[src/rtl/regbus_arb_pkg.sv]
// regbus_arb_pkg
// Shared types and defaults for the register-bus arbiter slice.
//   state_e   : arbiter FSM encoding (IDLE, ISSUE, WAIT, DONE)
//   op_e      : latched access type (read / write)
//   mst_idx_t : master index (0 = VME host path, 1 = config sequencer)
//   DEFAULT_* : default address/data widths and watchdog limit
package regbus_arb_pkg;

    typedef enum logic [1:0] {
        ST_IDLE  = 2'd0,
        ST_ISSUE = 2'd1,
        ST_WAIT  = 2'd2,
        ST_DONE  = 2'd3
    } state_e;

    typedef enum logic {
        OP_RD = 1'b0,
        OP_WR = 1'b1
    } op_e;

    typedef logic mst_idx_t;

    localparam int DEFAULT_AW      = 14;
    localparam int DEFAULT_DW      = 32;
    localparam int DEFAULT_TIMEOUT = 255;

endpackage

[src/rtl/regbus_arbiter_if.sv]
// regbus_arbiter_if
// One register-bus link. Used for both master links and the slave link.
//   addr, wdata    : address / write data from the initiator
//   rd, wr         : on a master link these are level requests held until
//                    done; on the slave link they are one-cycle RdMem/WrMem
//                    strobes
//   rdata          : read data, valid with rd_done
//   rd_done/wr_done: one-cycle completions
//   err            : one-cycle timeout flag coincident with done (master
//                    links only; the slave side ties it low)
// Modports: master = initiator view, slave = responder view.
interface regbus_arbiter_if
    import regbus_arb_pkg::*;
#(
    parameter int AW = DEFAULT_AW,
    parameter int DW = DEFAULT_DW
);
    logic [AW-1:0] addr;
    logic [DW-1:0] wdata;
    logic          rd;
    logic          wr;
    logic [DW-1:0] rdata;
    logic          rd_done;
    logic          wr_done;
    logic          err;

    modport master (
        output addr, wdata, rd, wr,
        input  rdata, rd_done, wr_done, err
    );

    modport slave (
        input  addr, wdata, rd, wr,
        output rdata, rd_done, wr_done, err
    );
endinterface

[src/rtl/regbus_rr_pick.sv]
// regbus_rr_pick
// Two-requester round-robin selector.
//   req   in  2  request vector (bit i = master i wants the bus)
//   last  in  1  master served most recently
//   grant out 1  index of the winning master
//   valid out 1  at least one request present
module regbus_rr_pick
    import regbus_arb_pkg::*;
(
    input  logic [1:0] req,
    input  mst_idx_t   last,
    output mst_idx_t   grant,
    output logic       valid
);
    // On contention the master that was not served last wins; otherwise the
    // lone requester wins (index 0 when nobody asks, qualified by valid).
    always_comb begin
        valid = |req;
        if (req[0] && req[1]) begin
            grant = ~last;
        end else begin
            grant = req[1];
        end
    end
endmodule

[src/rtl/regbus_arbiter.sv]
// regbus_arbiter
// Shares one single-outstanding register-bus slave between two masters
// (m0 = VME host path, m1 = local configuration sequencer) with round-robin
// fairness. Accesses are serialised through IDLE -> ISSUE -> (WAIT) -> DONE.
// Ports:
//   clk    in  rising-edge clock
//   rst_n  in  synchronous active-low reset
//   m0, m1     master links (slave modport): level requests in, done/rdata/err out
//   s          slave link (master modport): one-cycle strobes out, acks in
// Parameters: AW address width, DW data width, TIMEOUT watchdog limit (>=2).
// Build option: define REGBUS_ARB_TIMEOUT_EN to compile in the watchdog that
// terminates accesses the slave never acknowledges (err=1, read data 0).
module regbus_arbiter
    import regbus_arb_pkg::*;
#(
    parameter int AW      = DEFAULT_AW,
    parameter int DW      = DEFAULT_DW,
    parameter int TIMEOUT = DEFAULT_TIMEOUT
) (
    input  logic             clk,
    input  logic             rst_n,
    regbus_arbiter_if.slave  m0,
    regbus_arbiter_if.slave  m1,
    regbus_arbiter_if.master s
);
    localparam logic [1:0] IDLE  = ST_IDLE;
    localparam logic [1:0] ISSUE = ST_ISSUE;
    localparam logic [1:0] WAIT  = ST_WAIT;
    localparam logic [1:0] DONE  = ST_DONE;

    if (TIMEOUT < 2) begin : g_bad_timeout
        $error("regbus_arbiter: TIMEOUT must be at least 2");
    end

    logic [1:0]    state;
    mst_idx_t      owner;
    mst_idx_t      last_served;
    op_e           op;
    logic [AW-1:0] addr_q;
    logic [DW-1:0] wdata_q;
    logic [DW-1:0] rdata0_q;
    logic [DW-1:0] rdata1_q;

    logic [1:0]    req;
    mst_idx_t      grant;
    logic          grant_valid;
    logic          grant_rd;
    logic [AW-1:0] grant_addr;
    logic [DW-1:0] grant_wdata;
    logic          busy;
    logic          op_done;
    logic          rd_capture;
    logic          timeout_fire;

    assign req = {m1.rd | m1.wr, m0.rd | m0.wr};

    regbus_rr_pick u_pick (
        .req   (req),
        .last  (last_served),
        .grant (grant),
        .valid (grant_valid)
    );

    // A master raising both rd and wr gets its read first; the write stays
    // pending and competes again in the next IDLE.
    assign grant_rd    = grant ? m1.rd    : m0.rd;
    assign grant_addr  = grant ? m1.addr  : m0.addr;
    assign grant_wdata = grant ? m1.wdata : m0.wdata;

    // Only the acknowledge matching the latched op counts, and only while an
    // access is on the bus; everything else from the slave is ignored.
    assign busy       = (state == ISSUE) || (state == WAIT);
    assign op_done    = (op == OP_RD) ? s.rd_done : s.wr_done;
    assign rd_capture = busy && (op == OP_RD) && s.rd_done;

`ifdef REGBUS_ARB_TIMEOUT_EN
    localparam int CW = $clog2(TIMEOUT + 1);

    logic [CW-1:0] cnt;
    logic          err_q;

    // The counter would reach TIMEOUT at the end of this WAIT cycle.
    assign timeout_fire = (state == WAIT) && !op_done && (cnt == CW'(TIMEOUT - 1));

    always_ff @(posedge clk) begin
        if (!rst_n) begin
            cnt   <= '0;
            err_q <= 1'b0;
        end else begin
            if (state == ISSUE) begin
                cnt <= '0;
            end else if (state == WAIT) begin
                cnt <= cnt + CW'(1);
            end
            if (state == IDLE) begin
                err_q <= 1'b0;
            end else if (timeout_fire) begin
                err_q <= 1'b1;
            end
        end
    end

    assign m0.err = (state == DONE) && (owner == 1'b0) && err_q;
    assign m1.err = (state == DONE) && (owner == 1'b1) && err_q;
`else
    assign timeout_fire = 1'b0;
    assign m0.err       = 1'b0;
    assign m1.err       = 1'b0;
`endif

    always_ff @(posedge clk) begin
        if (!rst_n) begin
            state       <= IDLE;
            owner       <= 1'b0;
            last_served <= 1'b1;
            op          <= OP_RD;
            addr_q      <= '0;
            wdata_q     <= '0;
        end else begin
            case (state)
                IDLE: begin
                    if (grant_valid) begin
                        owner   <= grant;
                        op      <= grant_rd ? OP_RD : OP_WR;
                        addr_q  <= grant_addr;
                        wdata_q <= grant_wdata;
                        state   <= ISSUE;
                    end
                end
                ISSUE: begin
                    state <= op_done ? DONE : WAIT;
                end
                WAIT: begin
                    if (op_done || timeout_fire) begin
                        state <= DONE;
                    end
                end
                DONE: begin
                    last_served <= owner;
                    state       <= IDLE;
                end
                default: begin
                    state <= IDLE;
                end
            endcase
        end
    end

    // Per-master read data holds until that master's next read completes;
    // a timed-out read returns zero.
    always_ff @(posedge clk) begin
        if (!rst_n) begin
            rdata0_q <= '0;
            rdata1_q <= '0;
        end else if (rd_capture) begin
            if (owner) rdata1_q <= s.rdata;
            else       rdata0_q <= s.rdata;
        end else if (timeout_fire && (op == OP_RD)) begin
            if (owner) rdata1_q <= '0;
            else       rdata0_q <= '0;
        end
    end

    assign s.addr  = addr_q;
    assign s.wdata = wdata_q;
    assign s.rd    = (state == ISSUE) && (op == OP_RD);
    assign s.wr    = (state == ISSUE) && (op == OP_WR);

    assign m0.rdata   = rdata0_q;
    assign m1.rdata   = rdata1_q;
    assign m0.rd_done = (state == DONE) && (owner == 1'b0) && (op == OP_RD);
    assign m0.wr_done = (state == DONE) && (owner == 1'b0) && (op == OP_WR);
    assign m1.rd_done = (state == DONE) && (owner == 1'b1) && (op == OP_RD);
    assign m1.wr_done = (state == DONE) && (owner == 1'b1) && (op == OP_WR);
endmodule

[src/flat_wrapper.sv]
// flat-port wrapper written by rule: the top's interface ports become plain ports
module regbus_arbiter_flat import regbus_arb_pkg::*;
#(
    parameter int AW      = DEFAULT_AW,
    parameter int DW      = DEFAULT_DW,
    parameter int TIMEOUT = DEFAULT_TIMEOUT
)
  (clk, rst_n, m0_addr, m0_wdata, m0_rd, m0_wr, m0_rdata, m0_rd_done, m0_wr_done, m0_err, m1_addr, m1_wdata, m1_rd, m1_wr, m1_rdata, m1_rd_done, m1_wr_done, m1_err, s_addr, s_wdata, s_rd, s_wr, s_rdata, s_rd_done, s_wr_done, s_err);
  regbus_arbiter_if #(.AW(AW), .DW(DW)) m0_i ();
  regbus_arbiter_if #(.AW(AW), .DW(DW)) m1_i ();
  regbus_arbiter_if #(.AW(AW), .DW(DW)) s_i ();
  input  logic clk;
  input  logic rst_n;
  input wire logic [$bits(m0_i.addr)-1:0] m0_addr;
  input wire logic [$bits(m0_i.wdata)-1:0] m0_wdata;
  input wire logic [$bits(m0_i.rd)-1:0] m0_rd;
  input wire logic [$bits(m0_i.wr)-1:0] m0_wr;
  output wire logic [$bits(m0_i.rdata)-1:0] m0_rdata;
  output wire logic [$bits(m0_i.rd_done)-1:0] m0_rd_done;
  output wire logic [$bits(m0_i.wr_done)-1:0] m0_wr_done;
  output wire logic [$bits(m0_i.err)-1:0] m0_err;
  input wire logic [$bits(m1_i.addr)-1:0] m1_addr;
  input wire logic [$bits(m1_i.wdata)-1:0] m1_wdata;
  input wire logic [$bits(m1_i.rd)-1:0] m1_rd;
  input wire logic [$bits(m1_i.wr)-1:0] m1_wr;
  output wire logic [$bits(m1_i.rdata)-1:0] m1_rdata;
  output wire logic [$bits(m1_i.rd_done)-1:0] m1_rd_done;
  output wire logic [$bits(m1_i.wr_done)-1:0] m1_wr_done;
  output wire logic [$bits(m1_i.err)-1:0] m1_err;
  output wire logic [$bits(s_i.addr)-1:0] s_addr;
  output wire logic [$bits(s_i.wdata)-1:0] s_wdata;
  output wire logic [$bits(s_i.rd)-1:0] s_rd;
  output wire logic [$bits(s_i.wr)-1:0] s_wr;
  input wire logic [$bits(s_i.rdata)-1:0] s_rdata;
  input wire logic [$bits(s_i.rd_done)-1:0] s_rd_done;
  input wire logic [$bits(s_i.wr_done)-1:0] s_wr_done;
  input wire logic [$bits(s_i.err)-1:0] s_err;
  assign m0_i.addr = m0_addr;
  assign m0_i.wdata = m0_wdata;
  assign m0_i.rd = m0_rd;
  assign m0_i.wr = m0_wr;
  assign m0_rdata = m0_i.rdata;
  assign m0_rd_done = m0_i.rd_done;
  assign m0_wr_done = m0_i.wr_done;
  assign m0_err = m0_i.err;
  assign m1_i.addr = m1_addr;
  assign m1_i.wdata = m1_wdata;
  assign m1_i.rd = m1_rd;
  assign m1_i.wr = m1_wr;
  assign m1_rdata = m1_i.rdata;
  assign m1_rd_done = m1_i.rd_done;
  assign m1_wr_done = m1_i.wr_done;
  assign m1_err = m1_i.err;
  assign s_addr = s_i.addr;
  assign s_wdata = s_i.wdata;
  assign s_rd = s_i.rd;
  assign s_wr = s_i.wr;
  assign s_i.rdata = s_rdata;
  assign s_i.rd_done = s_rd_done;
  assign s_i.wr_done = s_wr_done;
  assign s_i.err = s_err;
  regbus_arbiter #(.AW(AW), .DW(DW), .TIMEOUT(TIMEOUT)) u_core (.clk(clk), .rst_n(rst_n), .m0(m0_i), .m1(m1_i), .s(s_i));
endmodule
[config.mk]
export PLATFORM = sky130hd
export DESIGN_NAME = regbus_arbiter_flat
export DESIGN_NICKNAME = d
export VERILOG_FILES = /design/src/rtl/regbus_arb_pkg.sv /design/src/rtl/regbus_arbiter_if.sv /design/src/rtl/regbus_rr_pick.sv /design/src/rtl/regbus_arbiter.sv /design/src/flat_wrapper.sv
export SDC_FILE = /design/constraint.sdc
export NUM_CORES = 1
export LEC_CHECK = 0
export ABC_CLOCK_PERIOD_IN_PS = 3750
export BUFFER_PORTS_ARGS = -buffer_cell sky130_fd_sc_hd__buf_2
export CORE_UTILIZATION = 37
export DETAILED_ROUTE_END_ITERATION = 12
export HOLD_SLACK_MARGIN = 0.08
export PLACE_DENSITY = 0.69
export SYNTH_ARGS = -nofsm -noshare
export SYNTH_HDL_FRONTEND = slang
export SYNTH_SLANG_ARGS = --single-unit
[constraint.sdc]
create_clock -name clk -period 3.75 [get_ports clk]
set_clock_uncertainty 0.1 [all_clocks]
set_input_delay 0.1875 -clock clk [delete_from_list [all_inputs] [get_ports clk]]
set_output_delay 0.1875 -clock clk [all_outputs]
set_load 0.005 [all_outputs]
==> results of run 1 <==
## layer usage
metal / part of all wire (%) / GRT usage (%) / vias to the layer above
li1: - / - / 2775
met1: 39 / 28.5 / 2666
met2: 49 / 44.5 / 305
met3: 8.7 / 8.81 / 42
met4: 2.8 / 11.2 / 0
met5: 0 / 0 / -
## kinds of logic (layout without fill, tap and decap cells)
logic type      Yosys count  after routing  synth area share (%)
compound gates          259            259                  31.7
other cells               1              3                0.0769
mux                       4              4                 0.847
buf+inv                  63            418                  6.05
simple gates            152            152                  12.8
fa+ha+maj                 5              5                  1.28
flops                   115            115                  47.2
## flip-flops by register name, summed over array words and instances, names as in the netlist
name,cells
u_core.m1.rdata,32
u_core.op,1
u_core.m0.rdata,32
u_core.last_served,1
u_core.s.wdata,32
u_core.state,2
u_core.owner,1
u_core.s.addr,14
## layout by cell type, fill, tap and decap left out, drive strengths merged, types with 2 or more instances in the layout
master / instances
bufinv: 4
ha: 5
a21oi: 48
dlygate4sd3: 125
inv: 2
buf: 259
nand2: 134
conb: 2
a21boi: 65
dfxtp: 115
o21ai: 94
clkinvlp: 2
clkbuf: 21
nand3: 3
nor2: 2
nor2b: 2
mux2i: 3
a31oi: 46
clkinv: 5
## metrics by stage
step / area, um2 / hold WS (ns) / setup slack (ns) / power [W]
final: 8030 / 0.114 / 0.978 / 0.00537
after global routing: 8030 / 0.101 / 0.848 / 0.00569
after CTS: 8030 / 0.0857 / 1.09 / 0.00531
after detailed placement: 6170 / 0.342 / 1.65 / 0.00328
after global placement: 6170 / 0.338 / 1.69 / 0.00327
after floorplan: 4880 / 0.179 / 2.01 / 0.00268
## worst min-delay path by stage
stage | to | slack (ns) | depth (start not counted)
global placement | u_core.m0.rdata[15] | 0.34 | 2
CTS | u_core.last_served | 0.09 | 2
global route | u_core.last_served | 0.10 | 2
finish | u_core.last_served | 0.11 | 2
floorplan | u_core.op | 0.18 | 1
detailed placement | u_core.m0.rdata[19] | 0.34 | 2
## cells in the mapped netlist (2+ instances only)
library cell / number
sky130_fd_sc_hd__nand3_1: 3
sky130_fd_sc_hd__a21boi_0: 42
sky130_fd_sc_hd__o21ai_0: 88
sky130_fd_sc_hd__ha_1: 5
sky130_fd_sc_hd__inv_1: 2
sky130_fd_sc_hd__buf_4: 3
sky130_fd_sc_hd__nor2b_1: 2
sky130_fd_sc_hd__buf_2: 24
sky130_fd_sc_hd__clkbuf_1: 29
sky130_fd_sc_hd__nor2_1: 2
sky130_fd_sc_hd__clkbuf_2: 2
sky130_fd_sc_hd__o21ai_1: 6
sky130_fd_sc_hd__a31oi_1: 46
sky130_fd_sc_hd__a21boi_1: 23
sky130_fd_sc_hd__dfxtp_1: 115
sky130_fd_sc_hd__nand2_1: 134
sky130_fd_sc_hd__a21oi_1: 48
sky130_fd_sc_hd__mux2i_1: 3
sky130_fd_sc_hd__buf_6: 2
## power breakdown
part           internal (W)  total (W)  switching [W]
clock network       0.00110    0.00166       0.000558
registers           0.00153    0.00172       0.000182
logic              0.000954    0.00199        0.00103
## area by class of cell
cell class | instances | area, um2 | area share (%)
Antenna cell | 1 | 2.50 | 0.0312
Inverter | 2 | 7.51 | 0.0935
Clock inverter | 11 | 160 | 1.99
Clock buffer | 21 | 440 | 5.49
Timing Repair Buffer | 384 | 2580 | 32.1
Sequential cell | 115 | 2300 | 28.7
Tap cell | 172 | 215 | 2.68
Multi-Input combinational cell | 422 | 2320 | 28.9
==> impl_metrics.toml, run 1 <==
[cts]
cts.sink_count = 115
tritoncts = "done"
ctsHoldBuffers = 125
ctsRootBufferMaster = "sky130_fd_sc_hd__clkbuf_16"
clk_pin_slew_worst_paths_ns = 0.05
post_cts_buffers = 0
numCtsBuffers = 17
cts.path.max_buffers = 2
post_cts.resized_instances = 0
source_to_sink_clock_delay_at_the_later_pin_of_the_worst_skew_pair_ns = 0.40
cts_max_level = 4

[synthesis]
netlist_cell_types = 39
synth_area_leader_cell = "sky130_fd_sc_hd__dfxtp_1"
synthFlopType = "sky130_fd_sc_hd__dfxtp_1"
synth.avg_cell_area_um2 = 8.14
yosysWarningCount = 0
syn-cell-area_um2 = 4880
synth_sequential_area_ratio_pct = 47.2
ys_ff_latch = 115
post_synth_edffs = 0
yosys.area.top_type_share_pct = 47.2
synth.top_cells.by_area = "sky130_fd_sc_hd__dfxtp_1 (47%), sky130_fd_sc_hd__nand2_1 (10%), sky130_fd_sc_hd__o21ai_0 (9.0%), sky130_fd_sc_hd__a21boi_0 (6.5%), sky130_fd_sc_hd__a31oi_1 (5.9%)"
ys_async_sr_fraction_pct = 0
syn-instance-count = 599

[routing]
drt_first_pass_iters = 5
routed_wl_um = 17800
avgRoutedWirePerCell_um = 15.8
vias_per_cell = 5.13
remaining_drc_errors = 0
post_route_ant_nets = 0
drt_iter0_drc = 395
routed-via-count = 5788

[placed_design]
gp_congestion = 0.792
hpwlAfterDp_um = 9930
place.detailed.instances = 970
numPortBuffers = 247

[worst_setup_path]
critical-path-slowest-cell = "sky130_fd_sc_hd__o21a_1"
crit_path_start = "m0_rd"
critical_path.reg2reg.endpoint = "u_core.s.addr[5]"
critical_path_depth = 7
regToRegStartpoint = "u_core.last_served"
crit_fanout = 31
end_kind = "flop"
worst_r2r_path_depth = 5
critical-path-top-cell-by-count = "sky130_fd_sc_hd__dlygate4sd3_1"
cp_cell_sequence = "dlygate4sd3_1 -> buf_2 -> o21a_1 -> buf_4 -> o21ai_0 -> a21oi_1 -> dlygate4sd3_1"
critical_path_required_ns = 4.00
crit_arrival_ns = 3.02
crit_family = "buffers and inverters"
setup.worst_path.start_class = "primary input"
crit_type = "in2reg"
crit_path_end = "u_core.s.addr[5]"
rrSetupSlack_ns = 1.12
cp.buffers_inverters = 4
critPathMaxStageDelay_ns = 0.83

[global_routing]
grt-ovfl-total = 0
globalRouteTotalUtil_pct = 25.6
largest_net_degree_at_the_start_of_global_routing = 62
wire_length_of_the_first_global_routing_pass_um = 27000
grt_antenna_before_repair = 1
vias_in_the_first_global_route = 5571

[cells_and_area]
layout.core_utilization_pct = 63.1
num-nets-final = 1080
syn_to_final_growth_pct = 64.6
final-instance-count-excl-fill = 1128
drive_gt1_share_pct = 30.7
count_of_fill_cells_added_during_filler_insertion = 1106

[die]
core_area_um2 = 12700
initial_core_util_pct = 38.3
die_x_um = 117
core.rowCount = 41
io_pins = 251
fp.dieArea_um2 = 13600
floorplan.die.height_um = 117

[sta]
fmax_mhz = 361
totalNegativeSetupSlack_ns = 0
timing.final.hold_violations = 0
setup-violations-final = 0
timing_max_transition_violations_final = 0
worst_pin_slew_ns = 1.04
fin_crit_sh_pct = 73.9
timing.max_slew.rel_slack_pct = 30.9
layout_min_cycle_time_ns = 2.77
setup_repair_after_global_routing_missed_its_margin = "no"

[flow_run]
cap_violations = 0

[pwr]
cellPowerDensity_nw_per_um2 = 668
vdd_ir_drop_max_v = 0.000426
power_leakage_nw = 3.61

[status]
status = "finished clean"

[worst_hold_path]
hold_class = "in2reg"
hold_startpoint = "rst_n"
No activity file was read; power rests on OpenSTA's default activity.
==> run 2, diff against run 1 <==
- ABC_CLOCK_PERIOD_IN_PS: 3750 -> 2300
- PLACE_DENSITY: 0.69 -> 0.72
- clock period: 3.75 -> 2.3 ns (I/O delays scaled with it)
==> run 2 against run 1 <==
Utilization rose by 1.2 points. Largest cell class unchanged. Worst setup slack got worse by 0.89 ns. Critical path depth fell by 1. Hold slack improved by 0.022 ns. Global-route usage rose by 0.55 points. Clock power rose by 49%. Routed wire length rose by 4.2%. Final cell count rose by 0.80%. First-iteration DRC count rose by 15%.
==> impl_metrics.toml, run 2 (synthesized netlist as in run 1, its figures left out) <==
[sta]
setup-violations-final = 0
setup_repair_after_global_routing_missed_its_margin = "no"
timing_max_transition_violations_final = 0
timing.max_slew.rel_slack_pct = 63.5
timing.final.hold_violations = 0
fmax_mhz = 452
layout_min_cycle_time_ns = 2.21
worst_pin_slew_ns = 0.543
totalNegativeSetupSlack_ns = 0
fin_crit_sh_pct = 96.2

[cells_and_area]
insertedDiodeCount = 0
layout_commonest_cell = "sky130_fd_sc_hd__buf_2"
final_design_area_no_fill_um2 = 8180
syn_to_final_growth_pct = 67.7
final_cell_mix = "sky130_fd_sc_hd__buf_2 (247), sky130_fd_sc_hd__nand2_1 (134), sky130_fd_sc_hd__dlygate4sd3_1 (129), sky130_fd_sc_hd__dfxtp_1 (114), sky130_fd_sc_hd__o21ai_0 (87)"
regArea_um2 = 2300
num-nets-final = 1092
multi_input_area_um2 = 2340
drive_gt1_share_pct = 31.2
count_of_fill_cells_added_during_filler_insertion = 1053

[pwr]
combPwrFrac_pct = 38.4
power_leakage_nw = 3.63
share_seq_of_total_power_pct = 32.7
netSwitchingPower_w = 0.00288
vdd_ir_drop_max_v = 0.000599
pwr-share-clk_pct = 28.9
cellPowerDensity_nw_per_um2 = 1040
sw_frac_of_total_pct = 33.7
power_report.internal_total_w = 0.00567

[die]
die_x_um = 117
floorplan.die.height_um = 117
fp.dieArea_um2 = 13600
core_area_um2 = 12700
initial_core_util_pct = 38.3
io_pins = 251
core.rowCount = 41

[worst_setup_path]
critical-path-top-cell-by-count = "sky130_fd_sc_hd__dlygate4sd3_1"
cp_cell_sequence = "dlygate4sd3_1 -> buf_2 -> or2_2 -> a31oi_1 -> a21oi_1 -> dlygate4sd3_1"
crit_arrival_ns = 2.40
critical_path_required_ns = 2.49
setup.worst_path.start_class = "primary input"
critPathMaxStageDelay_ns = 0.56
end_kind = "flop"
critical-path-slowest-cell = "sky130_fd_sc_hd__dlygate4sd3_1"
crit_fanout = 24
crit_type = "in2reg"

[flow_run]
cap_violations = 0

[routing]
remaining_drc_errors = 0
routed_wl_um = 18600
vias_per_cell = 5.30
avgRoutedWirePerCell_um = 16.4
drt_iter0_drc = 456
drt_first_pass_iters = 7
post_route_ant_nets = 0
routed-via-count = 6026

[cts]
cts.path.max_buffers = 2
cts_max_level = 4
clk_pin_slew_worst_paths_ns = 0.05
cts.sink_count = 115
source_to_sink_clock_delay_at_the_later_pin_of_the_worst_skew_pair_ns = 0.40
ctsRootBufferMaster = "sky130_fd_sc_hd__clkbuf_16"
tritoncts = "done"
numCtsBuffers = 17

[placed_design]
numPortBuffers = 247
hpwlAfterDp_um = 9830
gp_congestion = 0.788
placedInstanceArea_um2 = 6260

[global_routing]
grt-ovfl-total = 0
largest_net_degree_at_the_start_of_global_routing = 48
globalRouteTotalUtil_pct = 26.2
vias_in_the_first_global_route = 5639
wire_length_of_the_first_global_routing_pass_um = 27500
grt_antenna_before_repair = 0

[status]
status = "finished clean"

[worst_hold_path]
hold_class = "in2reg"
[run 2: per-stage QoR]
stage,power [W],instances,setup slack (ns),utilization (%),hold WS (ns)
after floorplan,0.00437,600,0.559,-,0.106
after global placement,0.00542,975,0.396,49.2,0.269
after detailed placement,0.00545,975,0.369,49.2,0.272
after CTS,0.00824,1134,0.00627,63.7,0.125
after global routing,0.00904,1137,0.0157,64.3,0.155
final,0.00854,1137,0.0869,64.3,0.136
[run 2: worst paths after layout]
check | start | to | slack (ns) | cells past startpoint
max | m1_rd | u_core.s.wdata[10] | 0.09 | 6
min | s_wr_done | u_core.state[0] | 0.14 | 4
max reg2reg | u_core.state[0] | u_core.s.addr[13] | 0.09 | 7
min reg2reg | u_core.m0.rdata[7] | u_core.m0.rdata[7] | 0.34 | 2
[run 2: worst max-delay path, delay by kind of cell]
kind | cells | cell delay [ns]
and+or+nand+nor | 1 | 0.54
buffers and inverters | 3 | 1.27
AOI/OAI and AO/OA | 2 | 0.47
[run 2: what timing repair did]
action	CTS	global route
setup buffers	0	2
hold buffers	129	0
endpoints found under the hold margin	115	0
setup endpoints to repair	0	13
gates resized for setup	0	4
[run 2: routing by layer]
metal  part of all wire [%]  vias to the layer above  track usage [%]  wire length [um]
met5                      0                        -                0                 0
met4                    3.7                        0             15.1               693
met3                    9.1                       67             8.44              1690
met2                     48                      380             44.1              8930
met1                     39                     2768             29.2              7280
li1                       -                     2811                -                 -
[run 2: cell type report]
| type | count | area share (%) |
|---|---|---|
| Tap cell | 172 | 2.63 |
| Clock inverter | 4 | 0.581 |
| Inverter | 2 | 0.0918 |
| Timing Repair Buffer | 396 | 33.7 |
| Multi-Input combinational cell | 422 | 28.6 |
| Clock buffer | 26 | 6.23 |
| Sequential cell | 115 | 28.2 |
[run 2: power by group through the flow]
stage	sequential [W]	combinational, W	clock (W)
2_1_floorplan	0.00281	0.00156	0
3_3_place_gp	0.00280	0.00262	0
3_5_place_dp	0.00279	0.00265	0
4_1_cts	0.00277	0.00295	0.00252
5_1_grt	0.00285	0.00357	0.00262
6_report	0.00279	0.00328	0.00247
==> run 3, diff against run 2 <==
- CTS_BUF_LIST: unset -> sky130_fd_sc_hd__clkbuf_4
- RECOVER_POWER: unset -> 100
==> run 3 against run 2 <==
Final cell count rose by 0.35%. Via count rose by 0.40%. Power fell by 17%. Largest cell class unchanged. Critical path type is now reg2reg. Clock-buffer cell count fell by 5. Register-to-register slack barely moved. Sequential cell count did not move. Worst setup slack improved by 0.015 ns. Maximum frequency rose by 0.68%. Hold slack improved by 0.16 ns. Global-route usage barely moved. Highest routed layer unchanged.
==> impl_metrics.toml, run 3 (synthesized netlist as in run 1, its figures left out) <==
[pwr]
p_total_w = 0.00711
vdd_ir_drop_max_v = 0.000689
power_leakage_nw = 3.09
cellPowerDensity_nw_per_um2 = 925

[die]
core.rowCount = 41
fp.dieArea_um2 = 13600
io_pins = 251
initial_core_util_pct = 38.3
core_area_um2 = 12700
die_x_um = 117
floorplan.die.height_um = 117

[global_routing]
largest_net_degree_at_the_start_of_global_routing = 48
vias_in_the_first_global_route = 5742
wire_length_of_the_first_global_routing_pass_um = 27700
grt_antenna_before_repair = 0
globalRouteTotalUtil_pct = 26.2
grt-ovfl-total = 0

[routing]
drt_iter0_drc = 465
routed-via-count = 6050
avgRoutedWirePerCell_um = 16.5
routed_wl_um = 18800
vias_per_cell = 5.30
remaining_drc_errors = 0
post_route_ant_nets = 0
drt_first_pass_iters = 5

[sta]
timing_max_transition_violations_final = 0
setup-violations-final = 0
totalNegativeSetupSlack_ns = 0
setup_repair_after_global_routing_missed_its_margin = "no"
layout_min_cycle_time_ns = 2.20
worst_pin_slew_ns = 0.851
timing.final.hold_violations = 0
timing.max_slew.rel_slack_pct = 43.3
fmax_mhz = 455
fin_crit_sh_pct = 95.6

[cts]
tritoncts = "done"
clk_pin_slew_worst_paths_ns = 0.10
cts_max_level = 4
cts.path.max_buffers = 2
ctsRootBufferMaster = "sky130_fd_sc_hd__clkbuf_4"
source_to_sink_clock_delay_at_the_later_pin_of_the_worst_skew_pair_ns = 0.51
numCtsBuffers = 17
cts.sink_count = 115

[worst_setup_path]
end_kind = "flop"
cp_cell_sequence = "inv_1 -> ha_4 -> o41a_1 -> buf_12 -> o21ai_1 -> a21oi_1 -> dlygate4sd3_1"
crit_type = "reg2reg"
critPathMaxStageDelay_ns = 0.60
cp.buffers_inverters = 3
crit_fanout = 24
worst_r2r_path_depth = 7
crit_family = "buffers and inverters"
critical-path-slowest-cell = "sky130_fd_sc_hd__dlygate4sd3_1"
setup.worst_path.start_class = "flop"
crit_arrival_ns = 2.56
critical_path_required_ns = 2.66
regToRegStartpoint = "u_core.state[0]"
critical_path_depth = 7
crit_path_start = "u_core.state[0]"

[worst_hold_path]
hold_startpoint = "m0_wdata[24]"
worst_hold_path.num_cells = 4
hold_class = "in2reg"

[flow_run]
cap_violations = 0

[status]
status = "finished clean"

[cells_and_area]
num-nets-final = 1096
layout_commonest_cell = "sky130_fd_sc_hd__buf_2"
insertedDiodeCount = 0
drive_gt1_share_pct = 21.5
final-instance-count-excl-fill = 1141
final_cell_mix = "sky130_fd_sc_hd__buf_2 (157), sky130_fd_sc_hd__nand2_1 (134), sky130_fd_sc_hd__dlygate4sd3_1 (133), sky130_fd_sc_hd__dfxtp_1 (114), sky130_fd_sc_hd__clkbuf_1 (91)"
layout.core_utilization_pct = 60.5
syn_to_final_growth_pct = 57.7

[placed_design]
gp_congestion = 0.788
numPortBuffers = 247
hpwlAfterDp_um = 9830
place.detailed.instances = 975
[run 3: cell types whose count changed in the layout (fill, tap and decap cells not counted), moves of 4 or more]
cell                            before  now
sky130_fd_sc_hd__clkbuf_4            0   22
sky130_fd_sc_hd__a21boi_1           23    4
sky130_fd_sc_hd__a21boi_0           42   61
sky130_fd_sc_hd__clkbuf_1            4   91
sky130_fd_sc_hd__buf_2             247  157
sky130_fd_sc_hd__dlygate4sd3_1     129  133
sky130_fd_sc_hd__clkinv_1            0    5
sky130_fd_sc_hd__clkbuf_16          18    0
sky130_fd_sc_hd__clkbuf_8            5    0
[run 3: what timing repair did]
action                                  in CTS  in global routing
endpoints found under the setup margin       0                 10
hold buffers                               133                  0
hold endpoints to repair                   115                  0
gates resized for setup                      0                  3
setup buffers                                0                  2
[run 3: worst register-to-register path, delay by kind of cell, from the launching register on]
kind                       cells  cell delay (ns)
AOI/OAI and AO/OA              3             0.52
buffers and inverters          3             0.96
adders and majority gates      1             0.21
DFF                            1             0.37
[run 3: final timing paths]
kind	end	slack (ns)
min reg2reg	u_core.m1.rdata[13]	0.36
min	u_core.s.wdata[24]	0.30
max	u_core.s.wdata[25]	0.10
max reg2reg	u_core.s.wdata[25]	0.10
[run 3: metal layers]
layer | wire, um | global-route usage [%] | up-vias | share of wire [%]
met2 | 8990 | 43.9 | 377 | 48
met5 | 0 | 0 | - | 0
li1 | - | - | 2817 | -
met1 | 7220 | 29.5 | 2778 | 38
met3 | 1770 | 7.93 | 78 | 9.4
met4 | 821 | 15.9 | 0 | 4.4
[run 3: final cells by class]
type / count / area, um2
inverter: 2 / 7.51
clock inverter: 9 / 66.3
tap: 172 / 215
clock buffer: 21 / 158
timing repair buffer: 400 / 2630
sequential: 115 / 2300
fill: 1125 / 5030
multi-input combinational: 422 / 2310
[run 3: metrics by stage]
step / worst slack (ns) / cell area, um2 / hold slack, ns
after floorplan: 0.559 / 4880 / 0.106
after global placement: 0.396 / 6260 / 0.269
after detailed placement: 0.369 / 6260 / 0.272
after CTS: 0.0157 / 7820 / 0.236
after global routing: 0.0278 / 7690 / 0.273
final: 0.102 / 7690 / 0.300
[run 3: power by group]
group,switching [W],internal [W]
Combinational,0.00172,0.00131
Clock,0.000734,0.000550
Sequential,0.000302,0.00250
Total,0.00275,0.00436
